**src/rtl/multicycle_control.sv**
```systemverilog
// Multicycle MIPS control sequencer: Moore-decoded datapath enables per state,
// with memory states stretched until mem_ready (when USE_MEM_READY is set).
module multicycle_control #(
    parameter bit USE_MEM_READY = 1'b1
) (
    input  logic       clk,
    input  logic       reset,
    input  logic [5:0] op,
    input  logic [5:0] funct,
    input  logic       zero,
    input  logic       mem_ready,
    output logic       pc_en,
    output logic       iord,
    output logic       mem_read,
    output logic       mem_write,
    output logic       ir_write,
    output logic       mem_to_reg,
    output logic       reg_dst,
    output logic       reg_write,
    output logic       alu_src_a,
    output logic [1:0] alu_src_b,
    output logic [1:0] pc_src,
    output logic [3:0] alu_control,
    output logic [3:0] state
);

    typedef enum logic [3:0] {
        FETCH    = 4'd0,
        DECODE   = 4'd1,
        MEMADR   = 4'd2,
        MEMREAD  = 4'd3,
        MEMWB    = 4'd4,
        MEMWRITE = 4'd5,
        EXECUTE  = 4'd6,
        ALUWB    = 4'd7,
        BRANCH   = 4'd8,
        ADDIEX   = 4'd9,
        ADDIWB   = 4'd10,
        JUMP     = 4'd11
    } state_t;

    localparam logic [5:0] OP_RTYPE = 6'b000000;
    localparam logic [5:0] OP_LW    = 6'b100011;
    localparam logic [5:0] OP_SW    = 6'b101011;
    localparam logic [5:0] OP_BEQ   = 6'b000100;
    localparam logic [5:0] OP_ADDI  = 6'b001000;
    localparam logic [5:0] OP_J     = 6'b000010;

    state_t state_reg;
    state_t state_next;
    logic   rdy;
    logic   pc_write;
    logic   branch;

    assign rdy   = mem_ready | ~USE_MEM_READY;
    assign state = state_reg;
    // Branch resolves in the same cycle the ALU compares A and B.
    assign pc_en = pc_write | (branch & zero);

    always_ff @(posedge clk) begin
        if (reset) begin
            state_reg <= FETCH;
        end else begin
            state_reg <= state_next;
        end
    end

    always_comb begin
        state_next  = FETCH;
        iord        = 1'b0;
        mem_read    = 1'b0;
        mem_write   = 1'b0;
        ir_write    = 1'b0;
        mem_to_reg  = 1'b0;
        reg_dst     = 1'b0;
        reg_write   = 1'b0;
        alu_src_a   = 1'b0;
        alu_src_b   = 2'b00;
        pc_src      = 2'b00;
        alu_control = 4'b0010;
        pc_write    = 1'b0;
        branch      = 1'b0;

        case (state_reg)
            FETCH: begin
                mem_read   = 1'b1;
                alu_src_b  = 2'b01;
                ir_write   = rdy;
                pc_write   = rdy;
                state_next = rdy ? DECODE : FETCH;
            end
            DECODE: begin
                // Branch target is computed speculatively while op is decoded.
                alu_src_b = 2'b11;
                case (op)
                    OP_LW, OP_SW: state_next = MEMADR;
                    OP_RTYPE:     state_next = EXECUTE;
                    OP_BEQ:       state_next = BRANCH;
                    OP_ADDI:      state_next = ADDIEX;
                    OP_J:         state_next = JUMP;
                    default:      state_next = FETCH;
                endcase
            end
            MEMADR: begin
                alu_src_a  = 1'b1;
                alu_src_b  = 2'b10;
                state_next = (op == OP_LW) ? MEMREAD : MEMWRITE;
            end
            MEMREAD: begin
                iord       = 1'b1;
                mem_read   = 1'b1;
                state_next = rdy ? MEMWB : MEMREAD;
            end
            MEMWB: begin
                mem_to_reg = 1'b1;
                reg_write  = 1'b1;
            end
            MEMWRITE: begin
                iord       = 1'b1;
                mem_write  = 1'b1;
                state_next = rdy ? FETCH : MEMWRITE;
            end
            EXECUTE: begin
                alu_src_a  = 1'b1;
                state_next = ALUWB;
                case (funct)
                    6'b100010: alu_control = 4'b0110;
                    6'b100100: alu_control = 4'b0000;
                    6'b100101: alu_control = 4'b0001;
                    6'b101010: alu_control = 4'b0111;
                    default:   alu_control = 4'b0010;
                endcase
            end
            ALUWB: begin
                reg_dst   = 1'b1;
                reg_write = 1'b1;
            end
            BRANCH: begin
                alu_src_a   = 1'b1;
                alu_control = 4'b0110;
                branch      = 1'b1;
                pc_src      = 2'b01;
            end
            ADDIEX: begin
                alu_src_a  = 1'b1;
                alu_src_b  = 2'b10;
                state_next = ADDIWB;
            end
            ADDIWB: begin
                reg_write = 1'b1;
            end
            JUMP: begin
                pc_src   = 2'b10;
                pc_write = 1'b1;
            end
            default: begin
                state_next = FETCH;
            end
        endcase
    end

endmodule

```
**config.mk**
```make
export PLATFORM = sky130hd
export DESIGN_NAME = multicycle_control
export DESIGN_NICKNAME = d
export VERILOG_FILES = /design/src/rtl/multicycle_control.sv
export SDC_FILE = /design/constraint.sdc
export NUM_CORES = 1
export LEC_CHECK = 0
export ABC_CLOCK_PERIOD_IN_PS = 1300
export BUFFER_PORTS_ARGS = -buffer_cell sky130_fd_sc_hd__buf_2
export CORE_UTILIZATION = 36
export CTS_CLUSTER_DIAMETER = 150
export CTS_CLUSTER_SIZE = 30
export DETAILED_ROUTE_END_ITERATION = 10
export PLACE_DENSITY = 0.81
export SLEW_MARGIN = 15
export SYNTH_ARGS = -nofsm -noshare
export SYNTH_HDL_FRONTEND = slang
export SYNTH_SLANG_ARGS = --single-unit
export TNS_END_PERCENT = 1
```
**constraint.sdc**
```tcl
create_clock -name clk -period 1.3 [get_ports clk]
set_clock_uncertainty 0.2 [all_clocks]
set_input_delay 0 -clock clk [delete_from_list [all_inputs] [get_ports clk]]
set_output_delay 0 -clock clk [all_outputs]
set_load 0.02 [all_outputs]
```
== Word level (Yosys, flattened, before mapping) ==
Cells that the tools add are included.
Widths: inputs -> output; s select.
Storage, ports and cells
  register bits: 4
  bits in latches: 0
  memory bits (writable): 0
  bits in read-only memories: 0
  bits of input ports: 16
  word-level logic and storage cells: 51
  memories kept: 0
Cells by class
  $add $sub $neg: 0
  multiply operators: 0
  divide/modulo/power cells: 0
  magnitude comparators: 0
  eq/ne operators: 20
  shifts and indexed selects: 0
  multiplexer cells: 20
  bitwise gates (word level): 2
  reductions and logical operators: 8
Operators by type and width (count)
  $eq 6x6->1 const B: 6
  $pmux 4 s7: 1
  $pmux 4 s5: 1
  $eq 4x3->1 const B: 4
  $eq 4x4->1 const B: 4
  $pmux 3 s4: 1
  $mux 1: 10
  $mux 3: 3
  $eq 4x2->1 const B: 2
  $reduce_or 2->1: 4
  $eq 6x2->1 const B: 1
  $eq 6x3->1 const B: 1
  $eq 6x4->1 const B: 1
  $logic_not 6->1: 1
  $pmux 2 s3: 1
  $pmux 3 s2: 1
  $eq 4x1->1 const B: 1
  $logic_not 4->1: 1
  $pmux 2 s2: 1
  $reduce_or 4->1: 1
  $reduce_or 3->1: 1
  $pmux 1 s2: 1
  $and 1x1->1: 1
  $or 1x1->1: 1

== Longest topological paths before layout ==
  depth in word-level cells: 4
  mapped depth: 5

== Least setup slack after synthesis ==
No wires, ideal clock.
  kind: register -> output
  start: reg state_reg[3], in the netlist state[3]
  end: out alu_control[2]
  arrival: 1.667 ns
  required time: 1.100 ns
  path slack: -0.567 ns
  cell stages (with the launch flop): 5
  path buffers: 1
  path through: dfxtp_1 > buf_2 > nand2_1 > nor3_1 > o21bai_1
Between the ends
  longest elaborated chain between the ends: 2
  elaborated cells between the ends (all ways): 3
  classes of those cells: eq/ne: 2; mux: 1
RTL lines
  start, declared: line 49  | state_t state_reg;
  start signal, assigned: line 64  | state_reg <= state_next;
  $eq 4x4->1 or $eq 4x3->1 (tied branches): line 84  | case (state_reg)
  $pmux 3 s2 (*): line 84
  end, declared: line 23  | output logic [3:0] alu_control,
Mark *: on every way between the ends. The rest lies on a longest branch, timed or not.

== Worst setup path after layout ==
  start: reg state_reg[0], in the netlist state[0]
  end: out alu_control[1]
Same word-level chain as after synthesis.

==> metrics.txt <==
Peak VDD IR=about 0.00040 V; Die Wd=slightly above 40 µm; EDFF count, synth=0; Post-Syn Area=537 µm²; yosys synthesis warning count=0; setup slack after layout=-0.455 ns; hold_ws=0.00778 ns; Final GP Congestion=slightly above 0.9; Final period util=135%; CTS Buffer Depth=2; num rows=13; DRC violations left=0; largest net degree at the start of global routing=16; Pre-Repair DR Iteration Count=4; Worst EP arrival=roughly 1.6 ns; CP Max Fanout=3; unrepaired setup endpoints after global routing=yes; share of layout cells above drive strength 1=60.8%; PD cells=464 mW/mm²; Max Fclk=~570 MHz; # setup viols final=20; Die ar.=between 0.0015 and 0.002 mm²; FFs w/ async S/R, synth=0%; clk root buf=clkbuf_4; CTS Buf Count=3; routed vias=slightly below 800; initial antenna violation count=0; IO Pins=37; Final nets=around 140; via/cell ratio=roughly 5.5; grt total ovfl=0; final WL=between 1.5 and 2 mm; Die Ht=40.6 µm; # port buffers=35; vias in the first global route=620; overall routing resource usage=a little under a quarter; most frequent cells in the layout=buf_2, buf_4, nor2_1; Critical Path Sink Type=output port; placed cell area=877 µm²; data required time at the worst endpoint=around 1.1 ns; M3 GR Usage=0.543%; Final Core Density=75.8%; Routed WL per cell=approximately 13 µm; Sink Count=4; Hold Vio Cnt, Final=0; htree depth=1; global-route wire length before repair=2.59 mm; Area growth, synth to finish=90.7%; Mean Syn Cell Area=6.97 µm²; Design Area, Final=just over 0.001 mm²; met2 Resource Use GR=between 40% and 50%; Syn Nets=93; outcome=complete, but fails checks; met1 GRT Util=~29%; Synth Register Bits=4; most common cell after layout, fill and taps aside=buf_2; Most used DFF post-synth=dfxtp_1; CTS tree=done; Leakage=0.455 nW; max reg flops=4; Clock Latency Late Sink=about 0.25 ns; antenna cells=0; failing checks=setup timing; Fillers=94; minimum clock period after layout=1.76 ns; max-slew violations=0; Core ar.=0.00135 mm²; Antenna Nets Post-Route=0; Initial DRC Count=30; part of the Yosys area used for sequential elements=between 10% and 20%; gr busiest metal=met2; clk slew on worst S/H paths=approximately 0.05 ns; initial core utilization=between 30% and 40%; critical path type=reg -> out; final setup TNS=-4.11 ns; HP Class=in -> reg; count of different cell masters after synthesis=38; Max-Cap Viols=0; hpwl dp=around 1.3 mm; Synth Instances=77; critical path startpoint category=flop
-- timing repair --
action | 4_1_cts | 5_1_grt
hold buffers | 1 | 0
buffers inserted | 0 | 0
setup endpoints to repair | 20 | 20
hold endpoints to repair | 4 | 0
resized for setup | 28 | 6
pin swaps | 2 | 2
-- layer usage --
layer | vias up | share of wire, % | routed length, µm
li1 | 377 | - | -
met2 | 40 | 50 | 919
met1 | 349 | 41 | 751
met5 | - | 0 | 0
met4 | 0 | 1.5 | 27
met3 | 4 | 6.9 | 126
-- kinds of logic after synthesis --
| family | count (synthesis) | share of synthesized area [%] |
|---|---|---|
| other cells | 1 | 0.699 |
| compound gates | 22 | 28.2 |
| mux | 2 | 3.96 |
| xor+xnor | 2 | 3.26 |
| buf+inv | 8 | 6.99 |
| simple gates | 38 | 42.0 |
| flops | 4 | 14.9 |
-- worst max-delay path: stages, from the launching register on --
cell and delay, ns:
dfxtp_4 0.33, nand2b_4 0.13, or4b_4 0.56, nand2b_4 0.16
buf_6 0.12
-- area by class of cell --
| cell class | instances | area [µm²] | area share [%] |
|---|---|---|---|
| multi-input combinational | 65 | 515 | 50.4 |
| timing repair buffer | 49 | 359 | 35.1 |
| sequential | 4 | 90.1 | 8.80 |
| clock buffer | 4 | 26.3 | 2.57 |
| tap | 15 | 18.8 | 1.83 |
| inverter | 3 | 13.8 | 1.34 |
-- power by group --
group          internal (mW)  total [mW]  switching, mW
sequential             0.123       0.125        0.00189
combinational         0.0757       0.162         0.0862
clock                  0.117       0.188         0.0713
-- synth_stat cells (3+ instances only) --
cell type / instances / share of area [%]
a21oi_1: 5 / 4.7
nor2_1: 11 / 7.7
buf_2: 3 / 2.8
dfxtp_1: 4 / 15
inv_1: 3 / 2.1
nor3_1: 5 / 4.7
nand2_1: 4 / 2.8
nand2b_1: 3 / 3.5
o21ai_0: 3 / 2.8
-- worst paths after layout --
kind | from | to | slack [ns] | cells past startpoint
setup reg to reg | state[0]$_SDFF_PP0_ | state[0]$_SDFF_PP0_ | -0.37 | 5
setup / recovery | state[0]$_SDFF_PP0_ | alu_control[1] | -0.46 | 4
hold reg to reg | state[3]$_SDFF_PP0_ | state[2]$_SDFF_PP0_ | 0.41 | 2
hold / removal | mem_ready | state[2]$_SDFF_PP0_ | 0.008 | 4
-- metrics by stage --
stage / power (mW) / std cells / setup WS (ns)
after global routing: 0.495 / 140 / -0.489
final: 0.475 / 140 / -0.455
after detailed placement: 0.274 / 135 / -0.234
after floorplan: 0.213 / 77 / -0.171
after CTS: 0.462 / 140 / -0.451
after global placement: 0.271 / 135 / -0.225
(Power assumes the default switching activity.)
